File: config.mk
export PLATFORM = sky130hd
export DESIGN_NAME = sprite_mover
export DESIGN_NICKNAME = d
export VERILOG_FILES = /design/src/rtl/sprite_mover.sv
export SDC_FILE = /design/constraint.sdc
export NUM_CORES = 1
export LEC_CHECK = 0
export BUFFER_PORTS_ARGS = -buffer_cell sky130_fd_sc_hd__buf_2
export CORE_ASPECT_RATIO = 0.75
export CORE_MARGIN = 8
export CORE_UTILIZATION = 31
export CTS_CLUSTER_SIZE = 30
export DETAILED_ROUTE_END_ITERATION = 8
export HOLD_SLACK_MARGIN = 0.06
export PLACE_DENSITY_LB_ADDON = 0.05
export SLEW_MARGIN = 20
export SYNTH_ARGS = -nofsm -noshare
export SYNTH_HDL_FRONTEND = slang
export SYNTH_SLANG_ARGS = --single-unit
File: constraint.sdc
create_clock -name Clk -period 3.2 [get_ports Clk]
set_clock_uncertainty 0.05 [all_clocks]
set_input_delay 0.8 -clock Clk [delete_from_list [all_inputs] [get_ports Clk]]
set_output_delay 0.8 -clock Clk [all_outputs]
set_load 0.05 [all_outputs]
File: src/rtl/sprite_mover.sv
// sprite_mover: tile-aligned sprite movement with a handshaked wall-map
// query before every step. Keys load a pending direction; on each frame
// tick the sprite either tries to turn, tries to continue ahead, or idles.
`timescale 1ns/1ps
module sprite_mover #(
  parameter int W         = 10,
  parameter int X_CENTER  = 320,
  parameter int Y_CENTER  = 240,
  parameter int X_MIN     = 26,
  parameter int X_MAX     = 598,
  parameter int Y_MIN     = 26,
  parameter int Y_MAX     = 454,
  parameter int SIZE      = 4,
  parameter int STEP      = 1,
  parameter int TILE_LOG2 = 3
) (
  input  logic         Clk,
  input  logic         Reset,
  input  logic         frame_tick,
  input  logic [7:0]   keycode,
  output logic         wall_req,
  output logic [W-1:0] wall_x,
  output logic [W-1:0] wall_y,
  input  logic         wall_ack,
  input  logic         wall_hit,
  output logic [W-1:0] BallX,
  output logic [W-1:0] BallY,
  output logic [W-1:0] BallS,
  output logic [1:0]   dir,
  output logic         moving,
  output logic         overrun
);

  typedef enum logic [1:0] {IDLE, TURN_Q, AHEAD_Q, MOVE} state_t;

  localparam logic [1:0] DIR_R = 2'd0;
  localparam logic [1:0] DIR_L = 2'd1;
  localparam logic [1:0] DIR_D = 2'd2;
  localparam logic [1:0] DIR_U = 2'd3;

  localparam logic [W:0]          STEP_U = (W+1)'(STEP);
  localparam logic signed [W+1:0] STEP_S = (W+2)'(STEP);
  // Legal centre range: the sprite edge may not touch the playfield bound.
  localparam logic signed [W+1:0] XLO = (W+2)'(X_MIN + SIZE);
  localparam logic signed [W+1:0] XHI = (W+2)'(X_MAX - SIZE);
  localparam logic signed [W+1:0] YLO = (W+2)'(Y_MIN + SIZE);
  localparam logic signed [W+1:0] YHI = (W+2)'(Y_MAX - SIZE);

  state_t         state_q, state_d;
  logic [W-1:0]   x_q, x_d, y_q, y_d;
  logic [W-1:0]   wx_q, wx_d, wy_q, wy_d;
  logic [1:0]     dir_q, dir_d, pdir_q, pdir_d, qdir_q, qdir_d;
  logic           moving_q, moving_d, pend_q, pend_d;
  logic           req_q, req_d, over_q, over_d;

  logic [2:0]          key;
  logic                aligned, eligible;
  logic signed [W+1:0] xs, ys;
  logic [W:0]          cx, cy;

  // Key decode: {valid, direction}.
  function automatic logic [2:0] decode_key(input logic [7:0] kc);
    case (kc)
      8'h07:   return {1'b1, DIR_R};
      8'h04:   return {1'b1, DIR_L};
      8'h16:   return {1'b1, DIR_D};
      8'h1A:   return {1'b1, DIR_U};
      default: return 3'b000;
    endcase
  endfunction

  // Candidate coordinate one STEP along d (query address, no clamping).
  function automatic logic [W-1:0] step_x(input logic [W-1:0] x, input logic [1:0] d);
    logic [W:0] t;
    t = {1'b0, x};
    if (d == DIR_R)      t = t + STEP_U;
    else if (d == DIR_L) t = t - STEP_U;
    return t[W-1:0];
  endfunction

  function automatic logic [W-1:0] step_y(input logic [W-1:0] y, input logic [1:0] d);
    logic [W:0] t;
    t = {1'b0, y};
    if (d == DIR_D)      t = t + STEP_U;
    else if (d == DIR_U) t = t - STEP_U;
    return t[W-1:0];
  endfunction

  // Saturate a widened coordinate into [lo, hi]; MSB of result flags a clamp.
  function automatic logic [W:0] clamp_axis(input logic signed [W+1:0] v,
                                            input logic signed [W+1:0] lo,
                                            input logic signed [W+1:0] hi);
    if (v <= lo)      return {1'b1, lo[W-1:0]};
    else if (v >= hi) return {1'b1, hi[W-1:0]};
    else              return {1'b0, v[W-1:0]};
  endfunction

  // State and datapath registers, all forced to the centred rest state by reset.
  always_ff @(posedge Clk or negedge Reset) begin
    if (!Reset) begin
      state_q  <= IDLE;
      x_q      <= W'(X_CENTER);
      y_q      <= W'(Y_CENTER);
      wx_q     <= W'(X_CENTER);
      wy_q     <= W'(Y_CENTER);
      dir_q    <= DIR_R;
      pdir_q   <= DIR_R;
      qdir_q   <= DIR_R;
      moving_q <= 1'b0;
      pend_q   <= 1'b0;
      req_q    <= 1'b0;
      over_q   <= 1'b0;
    end else begin
      state_q  <= state_d;
      x_q      <= x_d;
      y_q      <= y_d;
      wx_q     <= wx_d;
      wy_q     <= wy_d;
      dir_q    <= dir_d;
      pdir_q   <= pdir_d;
      qdir_q   <= qdir_d;
      moving_q <= moving_d;
      pend_q   <= pend_d;
      req_q    <= req_d;
      over_q   <= over_d;
    end
  end

  // Key capture, then FSM next state; a granted turn's pend clear wins over a same-cycle key.
  always_comb begin
    state_d  = state_q;
    x_d      = x_q;
    y_d      = y_q;
    wx_d     = wx_q;
    wy_d     = wy_q;
    dir_d    = dir_q;
    pdir_d   = pdir_q;
    qdir_d   = qdir_q;
    moving_d = moving_q;
    pend_d   = pend_q;
    req_d    = req_q;
    over_d   = over_q;
    xs       = signed'({2'b00, x_q});
    ys       = signed'({2'b00, y_q});
    cx       = '0;
    cy       = '0;

    key      = decode_key(keycode);
    aligned  = (x_q[TILE_LOG2-1:0] == '0) && (y_q[TILE_LOG2-1:0] == '0);
    eligible = pend_q && (aligned || (pdir_q == (dir_q ^ 2'b01)) || !moving_q);

    if (key[2]) begin
      pdir_d = key[1:0];
      if (!(key[1:0] == dir_q && moving_q)) pend_d = 1'b1;
    end

    if (frame_tick && state_q != IDLE) over_d = 1'b1;

    case (state_q)
      IDLE: begin
        if (frame_tick) begin
          if (eligible) begin
            state_d = TURN_Q;
            qdir_d  = pdir_q;
            req_d   = 1'b1;
            wx_d    = step_x(x_q, pdir_q);
            wy_d    = step_y(y_q, pdir_q);
          end else if (moving_q) begin
            state_d = AHEAD_Q;
            qdir_d  = dir_q;
            req_d   = 1'b1;
            wx_d    = step_x(x_q, dir_q);
            wy_d    = step_y(y_q, dir_q);
          end
        end
      end
      TURN_Q: begin
        if (wall_ack) begin
          if (!wall_hit) begin
            state_d  = MOVE;
            dir_d    = qdir_q;
            moving_d = 1'b1;
            pend_d   = 1'b0;
            req_d    = 1'b0;
          end else if (moving_q) begin
            state_d = AHEAD_Q;
            qdir_d  = dir_q;
            wx_d    = step_x(x_q, dir_q);
            wy_d    = step_y(y_q, dir_q);
          end else begin
            state_d = IDLE;
            req_d   = 1'b0;
          end
        end
      end
      AHEAD_Q: begin
        if (wall_ack) begin
          req_d = 1'b0;
          if (wall_hit) begin
            state_d  = IDLE;
            moving_d = 1'b0;
          end else begin
            state_d = MOVE;
          end
        end
      end
      MOVE: begin
        state_d = IDLE;
        case (dir_q)
          DIR_R:   cx = clamp_axis(xs + STEP_S, XLO, XHI);
          DIR_L:   cx = clamp_axis(xs - STEP_S, XLO, XHI);
          DIR_D:   cy = clamp_axis(ys + STEP_S, YLO, YHI);
          default: cy = clamp_axis(ys - STEP_S, YLO, YHI);
        endcase
        if (dir_q == DIR_R || dir_q == DIR_L) x_d = cx[W-1:0];
        else                                  y_d = cy[W-1:0];
        if (cx[W] || cy[W]) moving_d = 1'b0;
      end
      default: state_d = IDLE;
    endcase
  end

  assign wall_req = req_q;
  assign wall_x   = wx_q;
  assign wall_y   = wy_q;
  assign BallX    = x_q;
  assign BallY    = y_q;
  assign BallS    = W'(SIZE);
  assign dir      = dir_q;
  assign moving   = moving_q;
  assign overrun  = over_q;

endmodule

# --- Word-level counts from Yosys, hierarchy flattened ---
# Index checks and enable logic that the tools add are counted.
totals:
  word_cells: 148
  ff_bits: 52
classes:
  addsub: 8
  n_lt_le_gt_ge: 8
  mux: 67
  n_reduce_logical: 26
  bitwise_logic: 3
  eq_ne: 24
op_table:
  columns: ["op", "n"]
  rows:
  - ["10-bit 2-to-1 mux", 18]
  - ["11-bit 2-to-1 mux", 10]
  - ["11-bit case mux with 2 select lines", 2]
  - ["10-bit case mux with 2 select lines", 2]
  - ["2-bit 2-to-1 mux", 13]
  - ["10-bit by 1-bit adder with 11-bit output, second input constant", 2]
  - ["11-bit by 10-bit >= comparator with 1-bit output, second input constant", 2]
  - ["11-bit by 5-bit <= comparator with 1-bit output, second input constant", 2]
  - ["11-bit by 6-bit <= comparator with 1-bit output, second input constant", 2]
  - ["10-bit by 1-bit subtractor with 11-bit output, second input constant", 2]
  - ["10-bit by 1-bit adder with 10-bit output, second input constant", 2]
  - ["10-bit by 1-bit subtractor with 10-bit output, second input constant", 2]
  - ["1-bit 2-to-1 mux", 17]
  - ["8-bit by 3-bit equality test with 1-bit output, second input constant", 2]
  - ["8-bit by 5-bit equality test with 1-bit output, second input constant", 2]
  - ["2-bit inequality test, second input constant", 7]
  - ["2-bit equality test, second input constant", 6]
  - ["3-bit case mux with 4 select lines", 1]
  - ["6-bit AND reduction", 2]
  - ["11-bit >= comparator, second input constant", 1]
  - ["11-bit by 9-bit >= comparator with 1-bit output, second input constant", 1]
  - ["2-bit case mux with 4 select lines", 1]
  - ["4-bit AND reduction", 2]
  - ["2-bit by 1-bit equality test with 1-bit output, second input constant", 3]
  - ["15 further kinds", 32]

# --- Longest topological paths before layout ---
depth:
  depth_word: 9
  ltp_mapped: 13
  depth_no_buf: 10

# --- Worst setup path after synthesis ---
# No wires, ideal clock.
synth_path:
  path_kind: "register -> register"
  start: "register x_q[0], in the netlist BallX[0]"
  end: "register x_q[2], in the netlist BallX[2]"
  period_less_slack_ns: 3.230
  t_arrival_ns: 3.086
  setup_ns: 0.094
  path_stages_with_launch: 12
  required_time_ns: 3.056
  slack_ns: -0.030
  cell_sequence: "dfrtp_1 > buf_2 > inv_1 > ha_1 > ha_1 > nand2_1 > or3_1 > a311oi_1 > o21ai_0 > a311o_1 > o21a_1 > a221oi_2"
synth_via:
  elab_chain_len: 6
  word_cells_on_any_way: 12
  classes_between: "2 x add/sub; 4 x order compare; 6 x mux"
synth_rtl:
  columns: ["element", "line", "rtl"]
  rows:
  - ["start: declaration", "50", "logic [W-1:0] x_q, x_d, y_q, y_d;"]
  - ["start signal: assignment", "102", "x_q <= W'(X_CENTER);"]
  - ["10-bit by 1-bit subtractor with 11-bit output or 10-bit by 1-bit adder with 11-bit output (tied branches)", "211, 210", null]
  - ["11-bit >= comparator or 11-bit by 10-bit >= comparator with 1-bit output (tied branches)", "94", "else if (v >= hi) return {1'b1, hi[W-1:0]};"]
  - ["11-bit 2-to-1 mux", "94", null]
  - ["11-bit 2-to-1 mux", "93", "if (v <= lo) return {1'b1, lo[W-1:0]};"]
  - ["11-bit case mux with 2 select lines (*)", "209", "case (dir_q)"]
  - ["11-bit 2-to-1 mux (*)", "159", "case (state_q)"]
# Mark *: on every way between the ends. The rest lies on a longest branch, timed or not. The select of a mux whose other input is x is not followed.
# A chain may end at the register's enable or synchronous reset.

# --- Worst setup path after layout ---
layout_path:
  start: "register x_q[2], in the netlist BallX[2]"
  end: "register moving_q, in the netlist moving"
layout_via:
  elab_chain_len: 9
  word_cells_on_any_way: 15
  classes_between: "2 x add/sub; 4 x order compare; 1 x eq/ne; 6 x mux; 2 x reduce/logical"
layout_rtl:
  columns: ["element", "line", "rtl"]
  rows:
  - ["10-bit by 1-bit subtractor with 11-bit output or 10-bit by 1-bit adder with 11-bit output (tied branches)", "211, 210", null]
  - ["11-bit >= comparator or 11-bit by 10-bit >= comparator with 1-bit output (tied branches)", "94", null]
  - ["11-bit 2-to-1 mux", "94", null]
  - ["11-bit 2-to-1 mux", "93", null]
  - ["11-bit case mux with 2 select lines (*)", "209", null]
  - ["11-bit 2-to-1 mux (*)", "159", null]
  - ["1-bit logical OR (*)", "217", "if (cx[W] || cy[W]) moving_d = 1'b0;"]
  - ["2-bit inequality test (no source line) (*)", null, null]
  - ["6-bit AND reduction (no source line) (*)", null, null]
  - ["end signal: assignment", "122", "moving_q <= moving_d;"]
  - ["end: declaration", "53", "logic moving_q, moving_d, pend_q, pend_d;"]
# Marks and branches as above.

==> metrics.md <==
| Metric | Value |
|---|---|
| Pins over their slew limit | 0 |
| CP Class | flop to flop |
| Leakage | 2.53 nW |
| Antenna violations before repair | 0 |
| Worst path arrival time | 3.21 ns |
| Count leader, synth | nor2_1 |
| Synth top cells by count | nor2_1 (83), nand2_1 (62), a21oi_1 (54) |
| FFs w/ async S/R, synth | 100% |
| Via Count | about 5800 |
| Flops & latches, synth | 52 |
| Worst-margin pin slew | a little over 0.9 ns |
| Worst r2r dst | moving |
| Share of cells above drive strength 1 | between 20% and 30% |
| DR iter-0 viols | 567 |
| Initial Util | 31.8% |
| Hold Path Depth | 1 |
| TNS Setup | 0 ns |
| TritonCTS clock tree | yes |
| Synth area leaders | dfrtp_1 (19%), dfstp_2 (5.9%), nor2_1 (5.8%) |
| Minimum clock period | slightly above 3 ns |
| Power density cells | approximately 1200 nW/um2 |
| Cts hold-fix bufs | 0 |
| Achievable frequency | around 330 MHz |
| First-pass GRT wire length | about 33000 um |
| Library cells used by synthesis | 81 |
| Die width | 168 um |
| Sequential area share after synthesis | 24.5% |
| MaxCap Viol Count | 0 |
| Final setup vio count | 0 |
| Final HPWL from detailed placement | 15700 um |
| Worst reg2reg path startpoint | BallX[2] |
| FP Rows | 41 |
| Max VDD drop | roughly 0.53 mV |
| Reg2Reg Setup Slack | 0.14 ns |
| Post-synthesis cell count | 728 |
| Yosys top cell area share | a little under a fifth |
| Ant. Diodes | 0 |
| Die span in y | between 100 and 150 um |
| Final period utilization | 95.5% |
| Final wirelength | ~21000 um |
| I/O pins | 68 |
| Hold EP | overrun |
| P&R area growth vs syn | 17.1% |
| Worst reg-to-reg path cell count | 6 |
| Final hold vios | 0 |
| RSZ-0062 raised after global routing | no |
| Layout Nets | 812 |
| All-Layer GR Usage | between 10% and 20% |
| Status | finished, final reports clean |
| DR WL/cell | roughly 21 um |
| CTS Buf Count | 5 |
| H-tree levels | 2 |
| Worst Path Max Fanout | 13 |
| Cell taking the most area after synthesis | dfrtp_1 |
| Crit start category | flop |
| Clock Sinks | 52 |
| Post-layout util | between 30% and 40% |
| Total global routing overflow | 0 |
| Port Buf Inserts | 57 |
| Worst skew pair latency | 0.31 ns |
| Ys flop type | dfrtp_1 |
| Avg Inst Size Synth | 7.39 um2 |
| Via count of the first global-routing pass | ~5600 |
| Total die area | roughly 22000 um2 |
| Crit. End Element | flop |
| Pre-antenna DRT Iters | 7 |
| Min-delay worst type | flop to flop |
| CTS clock-pin slew for the worst setup and hold paths | about 0.080 ns |
| Hold_sp | overrun |
| Via-to-Cell Ratio | around 5.8 |
| Routability cong. | around 0.93 |
| Cell Area, Synth | ~5400 um2 |
| Largest net degree at the start of global routing | 34 |
| Clock tree root driver cell | clkbuf_16 |
| Max-slew headroom | between 30 and 40% |
| Drt drc | 0 |
| Core Region | 16900 um2 |
| Number of nets still failing antenna checks after routing | 0 |
| # fillers | between 1500 and 2000 |
| YS warnings | 0 |
| Clk buf depth | 2 |
| EDFF count, synth | 0 |
| Critical Path RT | ~3.4 ns |
-- placed cells by master, fill, tap and decap left out, types with 5 or more instances in the layout --
| cell | instances |
|---|---|
| nor2_1 | 83 |
| buf_4 | 65 |
| nand2_1 | 62 |
| buf_2 | 57 |
| a21oi_1 | 54 |
| o21ai_0 | 45 |
| dfrtp_1 | 39 |
| xnor2_1 | 28 |
| o22ai_1 | 26 |
| nand3_1 | 24 |
| inv_1 | 22 |
| nor3_1 | 20 |
| xor2_1 | 14 |
| mux2i_1 | 13 |
| dfstp_2 | 12 |
| a31oi_1 | 12 |
| ha_1 | 12 |
| nor4_1 | 10 |
| conb_1 | 10 |
| or3_1 | 8 |
| nand4_1 | 8 |
| a211oi_1 | 7 |
| mux2_2 | 6 |
| o221ai_1 | 6 |
| or2_2 | 5 |
| nor2b_1 | 5 |
| and3_1 | 5 |
| and2_1 | 5 |
| o22a_1 | 5 |
| o31ai_1 | 5 |
| a221oi_1 | 5 |
| clkbuf_16 | 5 |
-- cells by family (layout without fill, tap and decap cells) --
family                     Yosys count  count (layout)  share of synthesized area [%]
buffers and inverters              103             155                           8.19
muxes                               19              19                           3.68
and+or+nand+nor                    271             271                           25.3
other                                2              10                          0.140
xor gates and xnor gates            43              43                           7.14
AOI/OAI and AO/OA                  226             226                           28.2
adders and majority gates           12              12                           2.79
DFF                                 52              52                           24.5
-- worst max path at each step --
stage,startpoint,endpoint,cells past startpoint
2_1_floorplan,BallX[2],BallX[2],11
3_3_place_gp,BallX[2],moving,7
3_5_place_dp,BallX[2],moving,7
4_1_cts,BallX[2],moving,7
5_1_grt,BallX[2],BallX[2],10
6_report,BallX[2],moving,6
-- where the power goes --
part | switching, mW | internal [mW]
clock network | 0.281 | 0.311
logic | 3.78 | 1.96
registers | 0.333 | 0.981
-- registers in the layout (all words and copies together) (netlist names), 2 cells and up --
name	flops
qdir_q	2
pdir_q	2
wall_x	10
wall_y	10
dir	2
BallY	10
BallX	10
state_q	2
-- metrics by stage --
stage / worst slack (ns) / area, um2 / total power [mW] / std cells / hold slack [ns]
after floorplan: 0.00167 / 5410 / 5.14 / 736 / 0.431
after global placement: 0.136 / 6130 / 6.96 / 995 / 0.388
after detailed placement: 0.173 / 6130 / 6.95 / 995 / 0.401
after CTS: 0.157 / 6270 / 7.57 / 1003 / 0.424
after global routing: 0.00969 / 6300 / 8.22 / 1003 / 0.457
final: 0.143 / 6300 / 7.64 / 1003 / 0.416
-- what timing repair did --
item | 4_1_cts | 5_1_grt
resized for setup | 0 | 6
endpoints found under the setup margin | 0 | 3
setup buffers | 0 | 0
-- area by class of cell --
cell class                 count  area (um2)  share of cell area [%]
multi-input combinational    581        3680                    58.4
sequential                    52        1320                    20.9
timing repair buffer         123         793                    12.6
tap                          215         269                    4.27
clock buffer                   6         139                    2.20
inverter                      24        90.1                    1.43
clock inverter                 2        10.0                   0.159
-- critical path: stages (launching register included) --
cell,delay [ns]
dfrtp_1,0.60
nand3_1,0.33
nor3_1,0.37
mux2_2,0.43
or4_1,0.49
a311o_1,0.43
a41o_1,0.26
-- layer usage --
metal	vias up	track usage, %	wire length (um)
li1	2758	-	-
met1	2841	29.0	10800
met2	223	26.7	8330
met3	11	4.35	1610
met4	0	2.77	158
met5	-	0	0
Power figures use the tool's default switching activity.
